<file path="src/rtl/uart_pkg.sv">
// Shared UART definitions: default line settings, bit-period derivation and rx FSM states.
package uart_pkg;

    localparam int DEF_CLOCK_FREQ = 50_000_000;
    localparam int DEF_BAUD_RATE  = 9600;
    localparam int DATA_BITS      = 8;

    typedef enum logic [2:0] {
        IDLE,
        START,
        DATA,
        STOP,
        WAIT_HIGH
    } rx_state_t;

    function automatic int calc_ticks(input int clk_freq, input int baud);
        return clk_freq / baud;
    endfunction

endpackage

</file>
<file path="src/rtl/uart_rx_sync.sv">
// Two-flop synchronizer for the asynchronous serial line; resets to the idle (high) level.
module uart_rx_sync (
    input  logic clk,
    input  logic rst,
    input  logic i_d,
    output logic o_q
);

    logic r_meta;
    logic r_sync;

    always_ff @(posedge clk or posedge rst) begin
        if (rst) begin
            r_meta <= 1'b1;
            r_sync <= 1'b1;
        end else begin
            r_meta <= i_d;
            r_sync <= r_meta;
        end
    end

    assign o_q = r_sync;

endmodule

</file>
<file path="src/rtl/uart_receiver.sv">
// 8N1 UART receiver with mid-bit sampling and valid/ack byte handoff.
// Define UART_RX_MAJORITY_EN to replace single sampling with a 2-of-3 vote.
module uart_receiver
    import uart_pkg::*;
#(
    parameter int CLOCK_FREQ    = DEF_CLOCK_FREQ,
    parameter int BAUD_RATE     = DEF_BAUD_RATE,
    parameter int TICKS_PER_BIT = calc_ticks(CLOCK_FREQ, BAUD_RATE),
    parameter int HALF_TICKS    = TICKS_PER_BIT / 2
) (
    input  logic       clk,
    input  logic       rst,
    input  logic       rx,
    input  logic       rx_ack,
    output logic [7:0] rx_data,
    output logic       rx_valid,
    output logic       frame_err,
    output logic       overrun,
    output logic       busy
);

    localparam logic [15:0] FULL_LAST = 16'(TICKS_PER_BIT - 1);
    localparam logic [15:0] HALF_LAST = 16'(HALF_TICKS - 1);

    rx_state_t   r_state;
    logic [15:0] r_cnt;
    logic [2:0]  r_bit;
    logic [7:0]  r_shift;
    logic [7:0]  r_data;
    logic        r_valid;
    logic        r_frame_err;
    logic        r_overrun;

    logic        w_rx_s;
    logic        w_sample;
    logic [15:0] w_last;

    uart_rx_sync u_sync (
        .clk (clk),
        .rst (rst),
        .i_d (rx),
        .o_q (w_rx_s)
    );

    assign w_last = (r_state == START) ? HALF_LAST : FULL_LAST;

`ifdef UART_RX_MAJORITY_EN
    // Votes captured two and one cycles before the decision point; the third is live rx_s.
    logic r_v0;
    logic r_v1;

    always_ff @(posedge clk or posedge rst) begin
        if (rst) begin
            r_v0 <= 1'b1;
            r_v1 <= 1'b1;
        end else begin
            if (r_cnt == w_last - 16'd2) r_v0 <= w_rx_s;
            if (r_cnt == w_last - 16'd1) r_v1 <= w_rx_s;
        end
    end

    assign w_sample = (r_v0 & r_v1) | (r_v0 & w_rx_s) | (r_v1 & w_rx_s);
`else
    assign w_sample = w_rx_s;
`endif

    always_ff @(posedge clk or posedge rst) begin
        if (rst) begin
            r_state     <= IDLE;
            r_cnt       <= 16'd0;
            r_bit       <= 3'd0;
            r_shift     <= 8'h00;
            r_data      <= 8'h00;
            r_valid     <= 1'b0;
            r_frame_err <= 1'b0;
            r_overrun   <= 1'b0;
        end else begin
            r_frame_err <= 1'b0;
            // Ack is applied first so a same-cycle delivery below wins.
            if (rx_ack && r_valid) begin
                r_valid   <= 1'b0;
                r_overrun <= 1'b0;
            end
            case (r_state)
                IDLE: begin
                    if (!w_rx_s) begin
                        r_state <= START;
                        r_cnt   <= 16'd0;
                    end
                end
                START: begin
                    if (r_cnt == HALF_LAST) begin
                        r_cnt   <= 16'd0;
                        r_bit   <= 3'd0;
                        r_state <= w_sample ? IDLE : DATA;
                    end else begin
                        r_cnt <= r_cnt + 16'd1;
                    end
                end
                DATA: begin
                    if (r_cnt == FULL_LAST) begin
                        r_cnt   <= 16'd0;
                        r_shift <= {w_sample, r_shift[7:1]};
                        r_bit   <= r_bit + 3'd1;
                        if (r_bit == 3'(DATA_BITS - 1)) r_state <= STOP;
                    end else begin
                        r_cnt <= r_cnt + 16'd1;
                    end
                end
                STOP: begin
                    if (r_cnt == FULL_LAST) begin
                        r_cnt <= 16'd0;
                        if (w_sample) begin
                            r_data  <= r_shift;
                            r_valid <= 1'b1;
                            if (r_valid && !rx_ack) r_overrun <= 1'b1;
                            r_state <= IDLE;
                        end else begin
                            r_frame_err <= 1'b1;
                            r_state     <= WAIT_HIGH;
                        end
                    end else begin
                        r_cnt <= r_cnt + 16'd1;
                    end
                end
                WAIT_HIGH: begin
                    if (w_rx_s) r_state <= IDLE;
                end
                default: r_state <= IDLE;
            endcase
        end
    end

    assign rx_data   = r_data;
    assign rx_valid  = r_valid;
    assign frame_err = r_frame_err;
    assign overrun   = r_overrun;
    assign busy      = (r_state != IDLE);

endmodule

</file>
<file path="config.mk">
export PLATFORM = sky130hd
export DESIGN_NAME = uart_receiver
export DESIGN_NICKNAME = d
export VERILOG_FILES = /design/src/rtl/uart_pkg.sv /design/src/rtl/uart_rx_sync.sv /design/src/rtl/uart_receiver.sv
export SDC_FILE = /design/constraint.sdc
export NUM_CORES = 1
export LEC_CHECK = 0
export ABC_AREA = 1
export BUFFER_PORTS_ARGS = -buffer_cell sky130_fd_sc_hd__buf_2
export CELL_PAD_IN_SITES_DETAIL_PLACEMENT = 1
export CELL_PAD_IN_SITES_GLOBAL_PLACEMENT = 1
export CORE_ASPECT_RATIO = 0.9
export CORE_UTILIZATION = 30
export DETAILED_ROUTE_END_ITERATION = 6
export PLACE_DENSITY_LB_ADDON = 0.1
export SLEW_MARGIN = 20
export SYNTH_ARGS = -nofsm -noshare
export SYNTH_HDL_FRONTEND = slang
export SYNTH_SLANG_ARGS = --single-unit
</file>
<file path="constraint.sdc">
create_clock -name clk -period 3.25 [get_ports clk]
set_input_delay 0.8125 -clock clk [delete_from_list [all_inputs] [get_ports clk]]
set_output_delay 0.8125 -clock clk [all_outputs]
set_load 0.05 [all_outputs]
</file>
Word-level counts from Yosys, hierarchy flattened
Index checks and enable logic that the tools add are counted.
{"block": "op_classes", "add_sub_neg": 2, "n_eq_ne": 13, "mux": 28, "reduce_logical": 13}
{"cell": "16-bit two-way mux", "n": 3}
{"cell": "16-bit one-hot mux with 3 select lines", "n": 1}
{"cell": "3-bit two-way mux", "n": 9}
{"cell": "16-bit by 1-bit adder with 16-bit output, second input constant", "n": 1}
{"cell": "16-bit by 12-bit == test with 1-bit output, second input constant", "n": 1}
{"cell": "16-bit by 13-bit == test with 1-bit output, second input constant", "n": 1}
{"cell": "3-bit one-hot mux with 5 select lines", "n": 1}
{"cell": "1-bit two-way mux", "n": 12}
{"cell": "2-bit inequality test, second input constant", "n": 4}
{"cell": "3-bit by 2-bit == test with 1-bit output, second input constant", "n": 2}
{"cell": "3-bit == test, second input constant", "n": 2}
{"cell": "3-bit one-hot mux with 2 select lines", "n": 1}
{"cell": "3-bit AND reduction", "n": 2}
{"cell": "6-bit AND reduction", "n": 1}
{"cell": "3-bit nonzero test", "n": 2}
{"cell": "2-bit by 1-bit inequality test with 1-bit output, second input constant", "n": 2}
{"cell": "2-bit AND reduction", "n": 2}
{"cell": "3-bit by 1-bit adder with 3-bit output, second input constant", "n": 1}
{"cell": "3-bit by 1-bit == test with 1-bit output, second input constant", "n": 1}
{"cell": "3-bit logical NOT", "n": 1}
{"cell": "1-bit logical AND", "n": 2}
{"cell": "2-bit two-way mux", "n": 1}
{"cell": "2-bit nonzero test", "n": 1}
{"cell": "2-bit OR reduction", "n": 1}
{"cell": "1-bit logical NOT", "n": 1}
{"block": "totals", "register_bits": 43, "inputBits": 4, "out_inout_bits": 12, "word_cells": 66}

Longest topological paths before layout
Gate-level depths: netlist of the first run.
{"block": "logic_depth", "ltp_word": 6, "depth_mapped": 10, "depth_no_buf": 10}

Cells and area by module
From an unflattened synthesis of the first run, not the netlist that was laid out.
{"block": "unflattened", "cells_unflattened": 315, "area_unflattened_um2": 2482.4}
{"module": "uart_receiver", "instances": 1, "cells_per_inst": 312, "area_per_inst_um2": 2426.1, "seq_area_each_um2": 1026.0}
{"module": "uart_rx_sync", "instances": 1, "cells_per_inst": 3, "area_per_inst_um2": 56.3, "seq_area_each_um2": 52.6}

Worst setup path before layout of the first run
OpenSTA, ideal clock, no wires.
{"block": "synth_path", "path_type": "flip-flop to output port", "start": "reg r_state[1]", "end": "out busy", "t_arrival_ns": 0.954, "t_required_ns": 2.438, "setup_slack_ns": 1.483, "stages_incl_launch_ff": 3, "n_path_buf": 0, "cell_sequence": "dfrtp_1 -> nor2_2 -> nand2_1"}
{"block": "synth_between", "elab_chain_len": 1}
{"element": "start, declared", "line_no": "uart_receiver.sv:25", "source": "rx_state_t r_state;"}
{"element": "start signal, assigned", "line_no": "uart_receiver.sv:95", "source": "r_state <= w_sample ? IDLE : DATA;"}
{"element": "3-bit nonzero test", "line_no": "uart_receiver.sv:138", "source": "assign busy = (r_state != IDLE);"}
{"element": "end, declared", "line_no": "uart_receiver.sv:19", "source": "output logic busy"}
Every way passes these cells.

Worst setup path after layout of the first run
Same ends and word-level chain as after synthesis.

==> results of run 1 <==
## worst max-delay path by stage
| stage | slack [ps] | cells past startpoint | endpoint |
|---|---|---|---|
| 2_1_floorplan | 1440 | 1 | async pin |
| 3_3_place_gp | 1510 | 3 | busy |
| 3_5_place_dp | 1490 | 2 | r_bit[0] |
| 4_1_cts | 1170 | 3 | busy |
| 5_1_grt | 1070 | 3 | busy |
| 6_report | 1180 | 3 | busy |
## layer usage
layer,wire [microns],GRT usage [%],vias up,part of all wire [%]
met1,3030,22.3,883,54
met5,0,0,-,0
met4,48,4.01,0,0.85
met2,2440,22.1,15,43
met3,117,2.88,5,2.1
li1,-,-,955,-
## logic make-up (layout without fill, tap and decap cells)
logic type	Yosys count	count (layout)
DFF	43	43
and+or+nand+nor	154	154
buffers and inverters	45	64
adders and majority gates	3	3
xor gates and xnor gates	4	4
AOI/OAI and AO/OA	37	37
## stage by stage
step,std cells,hold WS [ps],worst slack [ps]
floorplan,286,345,1440
global placement,393,349,1510
detailed placement,393,351,1490
CTS,401,364,1170
global route,401,367,1070
finish,401,361,1180
## power by group through the flow
stage	sequential, mW	combinational, mW	clock (mW)
final	0.540	0.0196	0.364
after detailed placement	0.551	0.0212	0
after CTS	0.540	0.0212	0.381
after global placement	0.551	0.0208	0
after global routing	0.541	0.0232	0.402
after floorplan	0.554	0.00975	0
## state kept, by name, indices dropped and copies added (netlist names), named ones only
register       cells
frame_err          1
r_bit              3
r_cnt             16
r_shift            8
r_state            3
rx_data            8
rx_valid           1
u_sync.o_q         1
u_sync.r_meta      1
## cell type report
type,count,share of cell area (%)
tap,96,4.52
timing repair buffer,15,2.82
inverter,41,5.93
multi-input combinational,198,42.6
clock buffer,5,2.59
sequential,43,40.6
clock inverter,3,0.941
## synth_stat cells
| cell | n |
|---|---|
| nand3_2 | 2 |
| nand2_1 | 65 |
| inv_1 | 36 |
| nor3_2 | 1 |
| nor3_1 | 3 |
| inv_4 | 1 |
| nand3b_1 | 1 |
| nor2_1 | 25 |
| and2_2 | 1 |
| inv_2 | 4 |
| a21oi_4 | 1 |
| buf_4 | 1 |
| buf_6 | 3 |
| nand2_4 | 1 |
| a31oi_1 | 1 |
| o22ai_1 | 1 |
| a21boi_1 | 1 |
| o21ai_0 | 7 |
| dfrtp_1 | 41 |
| nand2_2 | 12 |
| o21bai_1 | 1 |
| nand4_1 | 9 |
| nand3_4 | 3 |
| o21ai_2 | 16 |
| nor2_2 | 4 |
| a21oi_1 | 2 |
| nor2_4 | 6 |
| o21ai_1 | 5 |
| dfstp_2 | 2 |
| ha_1 | 3 |
| o221ai_1 | 1 |
| xor2_1 | 4 |
| o31ai_1 | 1 |
| nand3_1 | 21 |
## critical path, stage by stage, from the launching register on
cell and delay [ps]:
dfrtp_1 430, nor2_2 250, nand2_1 70, buf_2 210
==> out/metrics.cfg, run 1 <==
[route]
wire_per_inst_microns = 14.1
postRouteAntennaNets = 0
viasPerCell = 4.63
drtIter0Drc = 52
drt-pass1-iter-count = 4
drcViolationCount = 0
wl_mm = 5.64
num_vias = 1858

[worst_setup_path]
cp_max_fo = 4
required_ps = 2440
worstPathArrival_ps = 1260
crit_type = reg2out
r2r_setup_slack_ps = 1510
reg2regPathDepth = 10
crit_start = r_state[1]
crit_path_end_kind = output port
reg2reg_to = r_bit[1]
timing.rr.start = r_cnt[0]
startpoint_type = flop

[power_and_ir_drop]
p_per_area_nw_per_um2 = 348
p_comb_share_pct = 2.1
seq_power_share_pct = 58.5
ir_worst_vdd_v = 0.000153
total_power_uw = 924
internal_power_uw = 695
leakagePower_nw = 1.19
p_sw_uw = 230
clockPowerShare_pct = 39.4
p_sw_share_pct = 24.8

[cells_and_area]
seq_area_sq_um = 1080
antennaDiodeCount = 0
drive_above_1_share_pct = 25.6
finalInstanceArea_sq_um = 2660
multi_input_area_sq_um = 1130
nNetsFinal = 311
fin_util_pct = 34.7
num-fill-cells = 932
layout_common_cells = nand2_1 (65), dfrtp_1 (41), inv_1 (35), nor2_1 (25), nand3_1 (21)
mostFrequentLayoutCell = nand2_1
area_growth_syn_to_layout_pct = 10.3

[synth]
ys_ff_latch = 43
ys_warn_count = 0
ys_types = 34
synth-compound-area-share_pct = 11.2
netlist_area_sq_um = 2410
synth_top_family_by_area = simple AND/OR/NAND/NOR gates
synthAdderAreaFrac_pct = 1.56
synthSimpleGateAreaFrac_pct = 32.8
synth_area_leaders = dfrtp_1 (43%), nand2_1 (10%), o21ai_2 (5.8%)
synth.area.mux_share_pct = 0
synth-xor-area-share_pct = 1.45
synth_top_area_share_pct = 42.6
synth_seq_area_share_pct = 44.8
synth_cells = 286
syn_nets = 293
syn_area_per_cell_sq_um = 8.43
yosys.area.top_type = dfrtp_1

[floorplan]
die_area_sq_um = 8400
start_util_pct = 31.5
num_io_pins = 16
row_count = 30
die_w_microns = 96.5
fp.coreArea_sq_um = 7660
die_h_microns = 87.0

[timing]
rsz0062_at_grt = false
finalClockSkew_ps = 7.51
slew_viol_final = 0
maxSlewHeadroom_pct = 48.2
finalCriticalPeriod_ps = 2070
finalCritPeriodShare_pct = 63.7
finalHoldViolations = 0
setup-tns-final_ps = 0
clock.fmax_ghz = 0.483
worst_pin_slew_ps = 775
setup_viol = 0

[global_routing]
grt-ovfl-total = 0
grt_max_degree = 44
grt_use_total_pct = 15.0
grt_antenna_before_repair = 0
grt_pass1_vias = 1831
grt_pass1_wl_mm = 9.52

[clock_network]
htreeDepth = 2
path_clk_slew_ps = 90
cts_hold_buf = 0
post_cts_buffers = 0
clock_sinks = 43
cts_resized = 0
clock_latency_ps = 300
root_buffer = clkbuf_8
cts_tree = built
numCtsBuffers = 5
clock_path_buffers = 2

[placed_design]
placed_area_sq_um = 2560
routabilityCongestion = 0.822
numPortBuffers = 15
dp_hpwl_mm = 4.21

[flow_run]
max_cap_viol_count = 0

[hold_path]
hold_depth = 0
min-delay-start = u_sync.r_meta
holdPathEnd = u_sync.o_q
min_path_type = reg2reg

[run_status]
status = completed

No activity file was read; power rests on OpenSTA's default activity.
==> inputs of run 2 (changes only) <==
==> constraint.sdc (replaced) <==
create_clock -name clk -period 1.7 [get_ports clk]
set_input_delay 0.425 -clock clk [delete_from_list [all_inputs] [get_ports clk]]
set_output_delay 0.425 -clock clk [all_outputs]
set_load 0.05 [all_outputs]
==> run 2 against run 1 <==
- via count rose by 3.1%
- power grew 93%
- largest cell class unchanged
- worst setup slack worse by 1100 ps
- final cell count rose by 2.2%
- sequential share of layout area shrank 1.6 points
- first-iteration DRC count up 7.7%
==> out/metrics.cfg, run 2 (same netlist as run 1, synthesis figures left out) <==
[run_status]
status = completed

[hold_path]
min_path_type = in2async

[worst_setup_path]
cp_max_fo = 4
required_ps = 1270
timing.rr.start = r_cnt[0]
worstPathArrival_ps = 1210
slowest_delay_ps = 450
crit_path_end_kind = output port
startpoint_type = flop
crit_type = reg2out
crit_start = r_state[1]
slowest_stage = dfrtp_1
cp_cell_sequence = nor2_4 > nand2_1 > buf_2

[placed_design]
routabilityCongestion = 0.750
dp_hpwl_mm = 4.41
dp_cells = 400
placed_area_sq_um = 2640
dp_slack_ps = 45.4
numPortBuffers = 15

[cells_and_area]
fin_util_pct = 36.2
finalInstanceArea_sq_um = 2770
instances_no_fill = 410
drive_above_1_share_pct = 29.0
antennaDiodeCount = 0
mostFrequentLayoutCell = nand2_1
largest-register = r_cnt
largest_register_ffs = 16
area_growth_syn_to_layout_pct = 15.1
nNetsFinal = 320
layout_common_cells = nand2_1 (65), dfrtp_1 (40), inv_1 (35), nor2_1 (23), nand3_1 (21)

[global_routing]
grt_max_degree = 31
grt_pass1_wl_mm = 9.77
grt_antenna_before_repair = 0
grt-ovfl-total = 0
grt_pass1_vias = 1959
grt_use_total_pct = 15.6

[power_and_ir_drop]
ir_worst_vdd_v = 0.000276
p_per_area_nw_per_um2 = 642
leakagePower_nw = 1.24

[route]
drcViolationCount = 0
wire_per_inst_microns = 13.9
viasPerCell = 4.67
drt-pass1-iter-count = 4
num_vias = 1915
wl_mm = 5.68
drtIter0Drc = 56
postRouteAntennaNets = 0

[floorplan]
start_util_pct = 31.5
die_w_microns = 96.5
num_io_pins = 16
fp.coreArea_sq_um = 7660
die_h_microns = 87.0
row_count = 30
die_area_sq_um = 8400

[timing]
rsz0062_at_grt = false
setup-tns-final_ps = 0
finalClockSkew_ps = 8.75
clock.fmax_ghz = 0.610
setup_slack_ps = 61.9
worst_pin_slew_ps = 358
setup_viol = 0
finalCritPeriodShare_pct = 96.4
slew_viol_final = 0
finalCriticalPeriod_ps = 1640
finalHoldViolations = 0
maxSlewHeadroom_pct = 76.1

[clock_network]
clock_latency_ps = 310
numCtsBuffers = 5
cts_hold_buf = 0
path_clk_slew_ps = 90
root_buffer = clkbuf_8
clock_path_buffers = 2
htreeDepth = 2
clock_sinks = 43
cts_tree = built

[flow_run]
max_cap_viol_count = 0

-- run 2: cell count changes in the layout (fill, tap and decap cells not counted), moves of 2 or more --
cell / before / now
nor2_1: 25 / 23
buf_12: 0 / 2
buf_4: 0 / 7
clkinv_4: 2 / 0
-- run 2: final timing paths --
path                       slack, ps             to  cells past startpoint
min in group clk                 210  u_sync.r_meta                      1
max reg2reg                      150       r_cnt[0]                     10
max                               60           busy                      3
max in group asynchronous       1070  u_sync.r_meta                      3
min                               70       r_cnt[3]                      2
min reg2reg                      360     u_sync.o_q                      0
-- run 2: report_power, final --
group | leakage (nW) | switching, mW | internal (mW)
logic | 0.623 | 0.0330 | 0.0102
clock network | 0.0408 | 0.410 | 0.295
registers | 0.576 | 0.00436 | 1.03
-- run 2: final cells by class --
cell class              count  area [sq um]
clock buffers               5          68.8
clock inverters             3          23.8
fillers                   956          4880
inverters                  41           156
multi-input cells         198          1160
flip-flops and latches     43          1080
well taps                  96           120
repair buffers             24           168
-- run 2: timing repair --
| action | in CTS | in global routing |
|---|---|---|
| resized for setup | 2 | 4 |
| endpoints found under the hold margin | 0 | 0 |
| buffers inserted | 0 | 2 |
| pin swaps | 0 | 1 |
| gates cloned | 0 | 0 |
| setup endpoints to repair | 1 | 30 |
-- run 2: critical path: cells and delay by family (launching register included) --
family	cells	cell delay, ps
simple gates	2	250
buf+inv	1	210
flops	1	450
-- run 2: metal layers --
layer	wire length, microns	GRT usage [%]	vias up
li1	-	-	973
met1	2870	22.1	920
met2	2620	24.1	16
met3	107	2.88	6
met4	74	4.41	0
met5	0	0	-
-- run 2: stage by stage --
stage          total power, mW  hold WS [ps]
2_1_floorplan             1.08           345
3_3_place_gp              1.10           347
3_5_place_dp              1.10           348
4_1_cts                   1.82          85.0
5_1_grt                   1.85           104
6_report                  1.78          72.0
